$ cat src/rtl/input_tokenizer_pkg.sv
// input_tokenizer_pkg: ASCII constants, FSM states and token record for input_tokenizer.
package input_tokenizer_pkg;
  localparam logic [7:0] ASCII_NL = 8'h0A;
  localparam logic [7:0] ASCII_0 = 8'h30;
  localparam logic [7:0] ASCII_9 = 8'h39;
  localparam logic [7:0] ASCII_MINUS = 8'h2D;
  localparam int TOK_W = 64;
  typedef enum logic [2:0] {S_IDLE, S_PRIME, S_RUN, S_EMIT, S_FLUSH, S_DONE} tok_state_t;
  typedef struct packed {
    logic [TOK_W-1:0] value;
    logic eol;
    logic blank;
    logic last;
  } token_t;
endpackage

$ cat src/rtl/input_tokenizer.sv
// input_tokenizer: parses ROM bytes into decimal tokens over valid/ready; NUM_W up to 64.
// Define SIGNED_TOKENS_EN to let a '-' directly before a digit negate the token.
module input_tokenizer
  import input_tokenizer_pkg::*;
#(
  parameter int ADDR_W = 16,
  parameter int INPUT_LEN = 1024,
  parameter int NUM_W = 64
) (
  input  logic              clk,
  input  logic              reset,
  input  logic              start,
  output logic [ADDR_W-1:0] rom_addr,
  input  logic [7:0]        rom_data,
  output logic              tok_valid,
  input  logic              tok_ready,
  output logic [NUM_W-1:0]  tok_value,
  output logic              tok_eol,
  output logic              tok_blank,
  output logic              tok_last,
  output logic              busy,
  output logic              done
);
  localparam logic [ADDR_W-1:0] LAST = ADDR_W'(INPUT_LEN - 1);
  tok_state_t state, nstate;
  logic [ADDR_W-1:0] cnt;
  logic [NUM_W-1:0] acc, acc_nx, num_val;
  logic in_num, prev_nl, eoi, pend_v, skid_v;
  logic [7:0] skid, b;
  token_t pend, tok;
  logic is_dig, is_nl, blank_ev, num_start, emit, at_last;
`ifdef SIGNED_TOKENS_EN
  logic neg, minus;
`endif
  // A finished token waits in pend until the next token starts or input ends,
  // so the final one can carry tok_last even when separators trail it.
  always_comb begin
    b = skid_v ? skid : rom_data;
    is_dig = b >= ASCII_0 && b <= ASCII_9;
    is_nl = b == ASCII_NL;
    at_last = cnt == LAST;
    blank_ev = is_nl && !in_num && prev_nl;
    num_start = is_dig && !in_num;
    emit = pend_v && (num_start || blank_ev);
    acc_nx = acc * NUM_W'(10) + NUM_W'(b - ASCII_0);
`ifdef SIGNED_TOKENS_EN
    num_val = neg ? -acc : acc;
`else
    num_val = acc;
`endif
    unique case (state)
      S_IDLE, S_DONE: nstate = start ? S_PRIME : state;
      S_PRIME: nstate = S_RUN;
      S_RUN: nstate = emit ? S_EMIT : at_last ? S_FLUSH : S_RUN;
      S_EMIT: nstate = !tok_ready ? S_EMIT : tok.last ? S_DONE : eoi ? S_FLUSH : S_RUN;
      S_FLUSH: nstate = (in_num || pend_v) ? S_EMIT : S_DONE;
      default: nstate = S_IDLE;
    endcase
  end
  always_ff @(posedge clk or negedge reset) begin
    if (!reset) begin
      state <= S_IDLE;
      rom_addr <= '0;
      cnt <= '0;
      acc <= '0;
      in_num <= 1'b0;
      prev_nl <= 1'b0;
      eoi <= 1'b0;
      pend <= '0;
      pend_v <= 1'b0;
      tok <= '0;
      skid <= '0;
      skid_v <= 1'b0;
      done <= 1'b0;
`ifdef SIGNED_TOKENS_EN
      neg <= 1'b0;
      minus <= 1'b0;
`endif
    end else begin
      state <= nstate;
      case (state)
        S_IDLE, S_DONE: if (start) begin
          rom_addr <= '0;
          cnt <= '0;
          acc <= '0;
          in_num <= 1'b0;
          prev_nl <= 1'b1;
          eoi <= 1'b0;
          pend_v <= 1'b0;
          skid_v <= 1'b0;
          done <= 1'b0;
`ifdef SIGNED_TOKENS_EN
          neg <= 1'b0;
          minus <= 1'b0;
`endif
        end
        S_PRIME: rom_addr <= (rom_addr == LAST) ? rom_addr : rom_addr + 1'b1;
        S_RUN: begin
          skid_v <= 1'b0;
          prev_nl <= is_nl;
          eoi <= at_last;
          if (!at_last) cnt <= cnt + 1'b1;
          if (!emit && rom_addr != LAST) rom_addr <= rom_addr + 1'b1;
          if (emit) tok <= pend;
`ifdef SIGNED_TOKENS_EN
          minus <= b == ASCII_MINUS;
          if (num_start) neg <= minus;
`endif
          if (is_dig) begin
            acc <= acc_nx;
            in_num <= 1'b1;
          end else if (in_num) begin
            pend <= '{value: TOK_W'(num_val), eol: is_nl, blank: 1'b0, last: 1'b0};
            pend_v <= 1'b1;
            acc <= '0;
            in_num <= 1'b0;
          end else if (blank_ev) begin
            pend <= '{value: '0, eol: 1'b1, blank: 1'b1, last: 1'b0};
            pend_v <= 1'b1;
          end
          if (num_start) pend_v <= 1'b0;
        end
        // Address was held on entry, so rom_data is the next byte until we leave.
        S_EMIT: begin
          if (!skid_v) begin
            skid <= rom_data;
            skid_v <= 1'b1;
          end
          if (tok_ready) begin
            if (tok.last) done <= 1'b1;
            else if (!eoi && rom_addr != LAST) rom_addr <= rom_addr + 1'b1;
          end
        end
        S_FLUSH: begin
          if (in_num) tok <= '{value: TOK_W'(num_val), eol: 1'b0, blank: 1'b0, last: 1'b1};
          else if (pend_v) tok <= '{value: pend.value, eol: pend.eol, blank: pend.blank, last: 1'b1};
          else done <= 1'b1;
          in_num <= 1'b0;
          pend_v <= 1'b0;
          acc <= '0;
        end
        default: ;
      endcase
    end
  end
  assign tok_valid = state == S_EMIT;
  assign tok_value = NUM_W'(tok.value);
  assign tok_eol = tok.eol;
  assign tok_blank = tok.blank;
  assign tok_last = tok.last;
  assign busy = state inside {S_PRIME, S_RUN, S_EMIT, S_FLUSH};
endmodule

$ cat config.mk
export PLATFORM = sky130hd
export DESIGN_NAME = input_tokenizer
export DESIGN_NICKNAME = d
export VERILOG_FILES = /design/src/rtl/input_tokenizer_pkg.sv /design/src/rtl/input_tokenizer.sv
export SDC_FILE = /design/constraint.sdc
export NUM_CORES = 1
export LEC_CHECK = 0
export CAP_MARGIN = 20
export CELL_PAD_IN_SITES_DETAIL_PLACEMENT = 1
export CELL_PAD_IN_SITES_GLOBAL_PLACEMENT = 1
export CORE_MARGIN = 2
export CORE_UTILIZATION = 25
export DETAILED_ROUTE_END_ITERATION = 16
export HOLD_SLACK_MARGIN = 0.12
export PLACE_DENSITY = 0.48
export SYNTH_ARGS = -nofsm -noshare
export SYNTH_HDL_FRONTEND = slang
export SYNTH_SLANG_ARGS = --single-unit
$ cat constraint.sdc
create_clock -name clk -period 15.27 [get_ports clk]
set_input_delay 4.581 -clock clk [delete_from_list [all_inputs] [get_ports clk]]
set_output_delay 4.581 -clock clk [all_outputs]
set_load 0.05 [all_outputs]
==> impl_metrics.ini <==
[outcome]
run_status = finished clean

[setup_path]
cp.depth = 18
critPathTopFamily = compound AO/OA/AOI/OAI gates
critPathMaxStageDelay_ps = 580
path_max_fanout = 62
crit_buf_inv = 3
ff2ff_setup_slack_ps = 8740
crit_end = acc[62]
required_ps = 15700
startpoint_type = input pin
cp_slowest_cell = buf_4
worstSetupStartpoint = rom_data[5]
crit_type = in -> reg
r2r_cells = 22
r2r-end = acc[62]
r2r-start = acc[11]
end_kind = flip-flop
worst_path_most_repeated_cell = a21oi_1
path_cells = clkdlybuf4s50_1 -> nor2b_1 -> a21oi_1 -> inv_1 -> ha_1 -> nor2_4 -> buf_4 -> ha_1 -> a21oi_1 -> o211ai_1 -> a41o_1 -> a221oi_1 -> o21ai_1 -> a21oi_1 -> o41a_1 -> o21ai_1 -> nand4b_1 -> o211ai_1
worstPathArrival_ps = 9470

[power]
seq_power_share_pct = 24.5
p_int_uw = 2050
irDropWorstVdd_mv = 0.0759
leakage_uw = 0.00973
switching_share_pct = 49.0
powerDensity_mw_per_mm2 = 184
clkPwrFrac_pct = 21.8
p_comb_share_pct = 53.7
p_total_uw = 4010
switching_power_uw = 1960

[cells_and_area]
layout-drive-gt1-share_pct = 5.00
ff_latch_area_mm2 = 0.00616
multiInputGateArea_mm2 = 0.0119
diodes = 0
nNetsFinal = 2521
postLayoutCoreUtil_pct = 29.4
nFillCells = 8699
syn_to_final_growth_pct = 16.7

[clock_network]
cts-resized-gates = 0
clockBufferDepth = 3
cts.clk_slew.worst_paths_ps = 60
cts.sinks = 246
tritoncts = yes
cts_root_buffer = clkbuf_16
hold_buffers = 0
htreeDepth = 2
clock_latency_ps = 560
postCtsSetupBuffers = 0
numCtsBuffers = 37

[drt]
drt_iter0_drc = 881
wl_per_cell_um = 19.9
antenna_left = 0
drc = 0
wl_um = 65900
firstDrtPassIters = 4
num_vias = 16704
viasPerCell = 5.05

[grt]
met2_usage_pct = 27.3
grt_max_degree = 79
grt_use_total_pct = 17.1
antenna_found_initial = 1
grt-busiest-layer = met2
globalRouteMet3Util_pct = 2.16
grtUsageMet1_pct = 24.4
grt_pass1_wl_um = 105000
globalRouteOverflowTotal = 0
grt_pass1_vias = 17514

[floorplan]
num_rows = 100
die_w_um = 277
coreArea_mm2 = 0.0742
ios = 98
start_util_pct = 25.2
dieHeight_um = 277
dieArea_mm2 = 0.0769

[synth]
netlist_top_cells_count = 425 x nand2_1, 246 x dfrtp_1, 209 x o21ai_0
ys_warn_count = 0
synth_flop_cell = dfrtp_1
synth-async-reset-ratio_pct = 100
yosys.area.top_type = dfrtp_1
yosys.cell_types.count = 83
synth_top_area_share_pct = 32.9
yosysSeqAreaShare_pct = 32.9
syn_avg_cell_area_um2 = 8.19
synth_area_leaders = dfrtp_1 33%, ha_1 13%, nand2_1 8.5%
syn_inst = 2281
synth_nets = 2486
synth_seq_cells = 246
synth-edff-count = 0
yosysMostFrequentCell = nand2_1
syn_area_mm2 = 0.0187

[timing]
slew_headroom_pct = 32.1
finalClockSkew_ps = 21.0
worstMarginPinSlew_ps = 1020
drv_slew = 0
grt_setup_unrepaired = no
period_minus_slack_ps = 9030
setup-tns-final_ps = 0
hold_viol = 0
clock.fmax_ghz = 0.111
final-setup-viol-count = 0
min_period_over_period_pct = 59.2

[placement]
numPortBuffers = 97
place_hpwl_um = 48400
place_congestion = 0.840

[worst_hold_path]
min_path_type = reg -> reg

[job]
drv_cap = 0
==> through the flow <==
step,area (µm²),hold WS (ps),setup slack (ps),cells
floorplan,18700,448,4960,2281
global placement,20500,461,5600,3244
detailed placement,20600,470,5610,3246
CTS,21800,482,6180,3308
global route,21800,508,5840,3308
finish,21800,477,6240,3308
==> final cells by class <==
| type | count | share of cell area (%) |
|---|---|---|
| Clock buffer | 49 | 4.83 |
| Multi-Input combinational cell | 1874 | 54.6 |
| Tap cell | 969 | 5.56 |
| Clock inverter | 13 | 0.786 |
| Sequential cell | 246 | 28.2 |
| Timing Repair Buffer | 114 | 5.21 |
| Inverter | 43 | 0.740 |
==> sequential cells by signal, summed over array words and instances (netlist names), 3 cells and up <==
| signal | cells |
|---|---|
| pend | 66 |
| cnt | 16 |
| rom_addr | 16 |
| skid | 8 |
| tok_value | 64 |
| state | 3 |
| acc | 64 |
==> tightest hold or removal path, delay by kind of cell, from the launching register on <==
kind            cells  cell delay (ps)
flops               1              330
compound gates      1               60
simple gates        1               50
==> routing by layer <==
metal,wire [µm],part of all wire [%]
met1,33600,51
met2,29200,44
met3,1780,2.7
met4,1290,2.0
met5,0,0
==> logic make-up (layout without fill, tap and decap cells) <==
family / count (synthesis) / in the layout / synth area share (%)
simple gates: 817 / 817 / 19.2
xor+xnor: 141 / 141 / 6.61
buf+inv: 161 / 219 / 3.52
compound gates: 709 / 709 / 23.9
mux: 14 / 14 / 0.804
flops: 246 / 246 / 32.9
fa+ha+maj: 193 / 193 / 13.0
==> power by group through the flow <==
| stage | clock network [µW] | registers (µW) | logic (µW) |
|---|---|---|---|
| after floorplan | 0 | 1200 | 1230 |
| after global routing | 935 | 1010 | 2370 |
| final | 876 | 982 | 2160 |
| after detailed placement | 0 | 997 | 2170 |
| after CTS | 915 | 987 | 2180 |
| after global placement | 0 | 993 | 2160 |
==> how the worst min path moves through the flow <==
stage | from | end | slack [ps] | cells after the start
2_1_floorplan | pend[59] | pend[59] | 450 | 2
3_3_place_gp | pend[3] | pend[3] | 460 | 2
3_5_place_dp | pend[16] | pend[16] | 470 | 2
4_1_cts | pend[38] | pend[38] | 480 | 2
5_1_grt | pend[36] | pend[36] | 510 | 2
6_report | pend[38] | pend[38] | 480 | 2
==> placed cells by master (no fill, tap or decap), drive strengths merged, types with 39 or more instances in the layout <==
cell and instances:
xor2 80, clkbuf 49, inv 43, clkdlybuf4s50 96
ha 191, nor2 176, a21o 75, a31oi 78
nand3 39, nand2 425, o21ai 224, xnor2 61
dfrtp 246, a21oi 169
(Power assumes the default switching activity.)
